[src/rtl/conv1d_mac_pipeline.sv]
// Four-stage signed multiply-accumulate datapath that turns operand beats into grouped psums.
// Optional build macro CONV1D_MAC_SATURATE_EN: saturating accumulate with a sticky Overflow flag.
module conv1d_mac_pipeline #(
  parameter int Data_Width           = 8,
  parameter int Acc_Width            = 24,
  parameter int L0_Output_Addr_Width = 3
) (
  input  logic                                   clk,
  input  logic                                   Comp_Reset,
  input  logic                                   Computing,
  input  logic                                   Initial_Accumulate,
  input  logic                                   Flush,
  input  logic signed [Data_Width-1:0]           Weight_Data,
  input  logic signed [Data_Width-1:0]           Input_Data,
  input  logic        [L0_Output_Addr_Width-1:0] Out_Addr,
  output logic                                   Psum_Valid,
  output logic signed [Acc_Width-1:0]            Psum_Data,
  output logic        [L0_Output_Addr_Width-1:0] Psum_Addr,
  output logic                                   Overflow,
  output logic                                   Busy
);

  localparam int PW = 2 * Data_Width;

  // Stage 1: captured beat
  logic                            s1_v_q, s1_ia_q, s1_fl_q;
  logic signed [Data_Width-1:0]    s1_w_q, s1_x_q;
  logic [L0_Output_Addr_Width-1:0] s1_addr_q;

  // Stage 2: product
  logic                            s2_v_q, s2_ia_q, s2_fl_q;
  logic signed [PW-1:0]            s2_p_q, s2_p_d;
  logic [L0_Output_Addr_Width-1:0] s2_addr_q;

  // Stage 3: open group state and psum output registers
  logic signed [Acc_Width-1:0]     acc_q, acc_d;
  logic [L0_Output_Addr_Width-1:0] grp_q, grp_d;
  logic                            has_q, has_d;
  logic                            emit;
  logic signed [Acc_Width-1:0]     emit_data;
  logic [L0_Output_Addr_Width-1:0] emit_addr;
  logic                            psum_valid_q;
  logic signed [Acc_Width-1:0]     psum_data_q;
  logic [L0_Output_Addr_Width-1:0] psum_addr_q;

  logic signed [Acc_Width-1:0]     p_ext;
  logic signed [Acc_Width-1:0]     sum_res;

  assign s2_p_d = PW'(s1_w_q) * PW'(s1_x_q);
  assign p_ext  = Acc_Width'(s2_p_q);

`ifdef CONV1D_MAC_SATURATE_EN
  logic signed [Acc_Width:0] sum_wide;
  logic                      sum_ovf;
  logic                      ovf_set;
  logic                      ovf_q;

  // One guard bit: the sum overflowed when the top two bits disagree.
  assign sum_wide = {acc_q[Acc_Width-1], acc_q} + {p_ext[Acc_Width-1], p_ext};
  assign sum_ovf  = sum_wide[Acc_Width] ^ sum_wide[Acc_Width-1];
  always_comb begin
    sum_res = sum_wide[Acc_Width-1:0];
    if (sum_ovf) begin
      sum_res = sum_wide[Acc_Width] ? {1'b1, {(Acc_Width-1){1'b0}}}
                                    : {1'b0, {(Acc_Width-1){1'b1}}};
    end
  end
  assign ovf_set = s2_v_q & ~s2_ia_q & has_q & sum_ovf;

  always_ff @(posedge clk) begin
    if (Comp_Reset) ovf_q <= 1'b0;
    else            ovf_q <= ovf_q | ovf_set;
  end
  assign Overflow = ovf_q;
`else
  assign sum_res  = acc_q + p_ext;
  assign Overflow = 1'b0;
`endif

  // Accumulate step; a flush on the same entry overrides an IA emit of the old group.
  always_comb begin
    acc_d     = acc_q;
    grp_d     = grp_q;
    has_d     = has_q;
    emit      = 1'b0;
    emit_data = acc_q;
    emit_addr = grp_q;
    if (s2_v_q) begin
      if (s2_ia_q) begin
        if (has_q) emit = 1'b1;
        acc_d = p_ext;
        grp_d = s2_addr_q;
        has_d = 1'b1;
      end else if (has_q) begin
        acc_d = sum_res;
      end
    end
    if (s2_fl_q) begin
      if (has_d) begin
        emit      = 1'b1;
        emit_data = acc_d;
        emit_addr = grp_d;
      end
      has_d = 1'b0;
    end
  end

  always_ff @(posedge clk) begin
    if (Comp_Reset) begin
      s1_v_q       <= 1'b0;
      s1_ia_q      <= 1'b0;
      s1_fl_q      <= 1'b0;
      s1_w_q       <= '0;
      s1_x_q       <= '0;
      s1_addr_q    <= '0;
      s2_v_q       <= 1'b0;
      s2_ia_q      <= 1'b0;
      s2_fl_q      <= 1'b0;
      s2_p_q       <= '0;
      s2_addr_q    <= '0;
      acc_q        <= '0;
      grp_q        <= '0;
      has_q        <= 1'b0;
      psum_valid_q <= 1'b0;
      psum_data_q  <= '0;
      psum_addr_q  <= '0;
    end else begin
      s1_v_q       <= Computing;
      s1_ia_q      <= Initial_Accumulate;
      s1_fl_q      <= Flush;
      s1_w_q       <= Weight_Data;
      s1_x_q       <= Input_Data;
      s1_addr_q    <= Out_Addr;
      s2_v_q       <= s1_v_q;
      s2_ia_q      <= s1_ia_q;
      s2_fl_q      <= s1_fl_q;
      s2_p_q       <= s2_p_d;
      s2_addr_q    <= s1_addr_q;
      acc_q        <= acc_d;
      grp_q        <= grp_d;
      has_q        <= has_d;
      psum_valid_q <= emit;
      if (emit) begin
        psum_data_q <= emit_data;
        psum_addr_q <= emit_addr;
      end
    end
  end

  assign Psum_Valid = psum_valid_q;
  assign Psum_Data  = psum_data_q;
  assign Psum_Addr  = psum_addr_q;
  assign Busy       = s1_v_q | s1_fl_q | s2_v_q | s2_fl_q | has_q;

endmodule

[config.mk]
export PLATFORM = sky130hd
export DESIGN_NAME = conv1d_mac_pipeline
export DESIGN_NICKNAME = d
export VERILOG_FILES = /design/src/rtl/conv1d_mac_pipeline.sv
export SDC_FILE = /design/constraint.sdc
export NUM_CORES = 1
export LEC_CHECK = 0
export CAP_MARGIN = 20
export CORE_ASPECT_RATIO = 1.25
export CORE_MARGIN = 4
export CORE_UTILIZATION = 60
export DETAILED_ROUTE_END_ITERATION = 10
export GPL_TIMING_DRIVEN = 0
export PLACE_DENSITY = 0.81
export SLEW_MARGIN = 20
export SYNTH_ARGS = -nofsm -noshare
export SYNTH_HDL_FRONTEND = slang
export SYNTH_SLANG_ARGS = --single-unit
[constraint.sdc]
create_clock -name clk -period 5.54 [get_ports clk]
set_input_delay 0.831 -clock clk [delete_from_list [all_inputs] [get_ports clk]]
set_output_delay 0.831 -clock clk [all_outputs]
set_load 0.03 [all_outputs]
Word-level counts from Yosys, hierarchy flattened:

Index checks and enable logic that the tools add are counted.

* flip-flop bits (word level): 100
* output and inout bits: 30
* bits of input ports: 24
* logic and storage cells: 40

* multipliers: 1
* mux-type cells: 16
* bitwise logic cells: 4
* reduce and logical (&&, ||, !) cells: 1
* add/subtract/negate cells: 1

Operators with widths (number)
* $mux W24: 5
* $add A24 B16 Y24: 1
* $mul A8 B8 Y16: 1
* $mux W3: 4
* $mux W1: 7
* $or A1 B1 Y1: 4
* $reduce_or A2 Y1: 1

Longest topological paths before layout:

* depth after elaboration: 6
* mapped depth: 20
* gate-level depth less buffers: 20

Worst setup path before layout:

No wires, ideal clock.

* kind: register to register
* start point: register s1_w_q[5]
* end point: register s2_p_q[15]
* required time: 5419 ps
* cell stages (with the launch flop): 17
* arrival time: 4276 ps
* path slack: 1143 ps
* path through: dfxtp_1 > and2_1 > fa_1 > inv_1 > fa_1 > inv_1 > fa_1 > inv_1 > fa_1 > inv_1 > ha_1 > nand2b_1 > a21boi_1 > o41ai_1 > o21ai_1 > a31oi_1 > mux2_2

* word-level cells in the longest chain between the ends: 1

Ends and longest elaborated chain
* start: declaration: line 27 `logic signed [Data_Width-1:0] s1_w_q, s1_x_q;`
* start signal: assignment: line 131 `s1_w_q <= Weight_Data;`
* $mul A8 B8 Y16: line 49 `assign s2_p_d = PW'(s1_w_q) * PW'(s1_x_q);`
* end signal: assignment: line 137 `s2_p_q <= s2_p_d;`
* end: declaration: line 32 `logic signed [PW-1:0] s2_p_q, s2_p_d;`

Every way passes these cells.
A chain may end at the register's enable or synchronous reset.

Final worst setup path:

Ends and elaborated chain as after synthesis.

==> qor.yml <==
status:
  outcome: "finished, final reports clean"
setup_path:
  critPathLaunchType: "register"
  crit_chain: "and2_1, fa_1, inv_1, fa_1, inv_1, fa_1, inv_1, fa_1, inv_1, ha_1, nand2b_1, a21boi_1, o41ai_1, o21ai_1, a31oi_1, mux2_2"
  critPathMaxStageDelay_ps: 540
  worst_path_dominant_cell_family: "adder cells"
  end_kind: "register"
  crit_buf_inv: 4
  crit_type: "reg -> reg"
  crit_arrival_ps: 5170
  critPathMaxFanout: 8
  critPathSlowestCell: "fa_1"
  required_ps: 5780
sta:
  slew_headroom_pct: 47.9
  worstMarginPinSlew_ps: 776
  tns_ps: 0
  rsz0062_at_grt: "false"
  period_minus_slack_ps: 4930
  fin_skew_ps: 9.28
  slew_violations: 0
  hold_violations: 0
  setup_slack_ps: 606
  finalCritPeriodShare_pct: 89.1
  max_freq_ghz: 0.203
  setup_viol: 0
power:
  p_leak_uw: 0.00350
  powerDensity_mw_per_mm2: 229
  peakVddDrop_mv: 0.128
min_path:
  min-delay-path-class: "reg -> reg"
global_route:
  grt_overflow_total: 0
  grt_use_total_pct: 27.7
  antenna_found_initial: 0
  grt_max_degree: 19
  grt_pass1_wl_mm: 31.1
  grt_pass1_vias: 6435
floorplan:
  coreArea_mm2: 0.0118
  initial_core_util_pct: 62.1
  ios: 54
  die_x_um: 107
  dieArea_mm2: 0.0140
  fp-row-count: 44
  die_height_um: 132
route:
  drtAntennaViolNets: 0
  vias_per_cell: 5.74
  vias: 6161
  firstDrtPassIters: 8
  first_iter_violations: 323
  drcViolationCount: 0
  postRouteWirelength_mm: 18.8
  wl_per_cell_um: 17.5
yosys:
  synth_area_mm2: 0.00732
  yosysWarnings: 0
  netlist_top_cells_area: "dfxtp_1 27%, fa_1 15%, ha_1 8.9%"
  syn-num-nets: 976
  synth_seq_cells: 100
  async_flop_share_pct: 0
  yosysTopAreaCellShare_pct: 27.3
  syn_area_per_cell_um2: 8.68
  synth_top_cell_by_area: "dfxtp_1"
  ys_seq_area_share_pct: 27.3
  synth_top_flop_cell: "dfxtp_1"
  synth_edf_count: 0
  synthCells: 844
  synth_cell_types: 69
clocking:
  numCtsBuffers: 9
  cts.hold.buffers_added: 0
  htree_levels: 3
  clockRootBuffer: "clkbuf_16"
  cts_tree: "done"
  clock_sinks: 100
  clock_path_buffers: 2
  post_cts_resized: 0
  clk_pin_slew_worst_paths_ps: 70
  cts_setup_buffers: 0
  clk_latency_ps: 360
cells_and_area:
  antenna_cells: 0
  drive_above_1_share_pct: 5.15
  area_delta_synth_final_pct: 13.9
  fin_nets: 1039
placed_design:
  place_congestion: 0.948
  pre_cts_ws_ps: 662
  dp_hpwl_mm: 14.8
  portBuffers: 52
job:
  cap_violations: 0
[layout by cell type (no fill, tap or decap), types with 4 or more instances in the layout]
master and n:
inv_1 91, buf_1 4, clkbuf_16 9, ha_1 52
buf_2 4, xor2_1 13, and2_1 41, nand3_1 10
a21oi_1 40, nor2_1 60, a221oi_1 7, a311oi_1 4
and3_1 16, o211ai_1 4, dfxtp_1 100, a21o_1 12
o22a_1 4, nand2b_1 10, nor2b_1 47, nand2_1 97
a211oi_1 18, a31oi_1 9, nor3_1 9, xnor2_1 17
o21ai_0 22, clkdlybuf4s50_1 52, clkbuf_1 24, fa_1 56
o221ai_1 6
[Yosys cell counts, types with 3 or more instances]
master	n
inv_1	91
a22oi_1	3
nor2b_1	47
a21oi_2	3
a21boi_0	3
a311oi_1	4
buf_2	4
and2_1	41
a21o_1	12
o221ai_1	6
a21oi_1	40
fa_1	56
nand4_1	3
nand2_1	97
nor3_1	9
nand3_1	10
xnor2_1	17
buf_1	4
ha_1	52
nor2_1	60
a31oi_1	9
dfxtp_1	100
a211oi_1	18
o21ai_1	3
xor2_1	13
o22a_1	4
a221oi_1	7
o21ai_0	22
o211ai_1	4
and3_1	16
clkbuf_1	24
o22ai_1	3
nand2b_1	10
[per-layer routing]
layer  global-route usage [%]  share of wire, %  up-vias
li1                         -                 -     2951
met1                     30.8                38     2967
met2                     51.6                54      203
met3                     4.56               5.0       40
met4                     11.4               2.9        0
met5                        0                 0        -
[worst paths after layout]
kind	from	endpoint	slack (ps)	cells past startpoint
max	s1_w_q[5]$_SDFF_PP0_	s2_p_q[15]$_SDFF_PP0_	610	16
min	s1_addr_q[0]$_SDFF_PP0_	s2_addr_q[0]$_SDFF_PP0_	440	1
max reg2reg	s1_w_q[5]$_SDFF_PP0_	s2_p_q[15]$_SDFF_PP0_	610	16
min reg2reg	s1_addr_q[0]$_SDFF_PP0_	s2_addr_q[0]$_SDFF_PP0_	440	1
[worst register-to-register path: stages (launching register included)]
cell and delay [ps]:
dfxtp_1 410, and2_1 220, fa_1 530, inv_1 60
fa_1 530, inv_1 60, fa_1 540, inv_1 60
fa_1 520, inv_1 40, ha_1 330, nand2b_1 100
a21boi_1 80, o41ai_1 480, o21ai_1 220, a31oi_1 270
mux2_2 370
[kinds of logic after synthesis]
family / after synthesis / synth area share, %
mux: 3 / 0.444
flops: 100 / 27.3
compound gates: 171 / 16.9
xor+xnor: 30 / 3.59
other cells: 1 / 0.0512
simple gates: 306 / 20.9
fa+ha+maj: 108 / 24.2
buf+inv: 125 / 6.58
[report_power, final]
group	switching, uW	internal (uW)	leakage [uW]
combinational	272	208	0.00254
sequential	48.1	757	0.000817
clock	300	327	0.000146
[cell type report]
type                    count  area (um^2)
plain buffers              34          140
multi-input cells         619         4840
well taps                 161          201
inverters                  91          342
clock buffers              10          239
fillers                  1006         3440
flip-flops and latches    100         2000
repair buffers             52          520
clock inverters             6         55.1
[stage by stage]
stage / cells / hold slack [ps] / area, um^2 / utilization [%] / power (uW)
after floorplan: 844 / 414 / 7320 / - / 1170
after global placement: 1057 / 419 / 8040 / 68.3 / 1270
after detailed placement: 1057 / 423 / 8040 / 68.3 / 1290
after CTS: 1073 / 441 / 8340 / 70.8 / 1920
after global routing: 1073 / 460 / 8340 / 70.8 / 2010
final: 1073 / 438 / 8340 / 70.8 / 1910
[sequential cells by signal (all words and copies together) (netlist names), 3 cells and up]
signal,flops
s1_w_q,8
s1_x_q,8
grp_q,3
s2_p_q,16
acc_q,24
s1_addr_q,3
Psum_Addr,3
Psum_Data,24
s2_addr_q,3
Note: power is estimated with default switching activity, not from simulation.
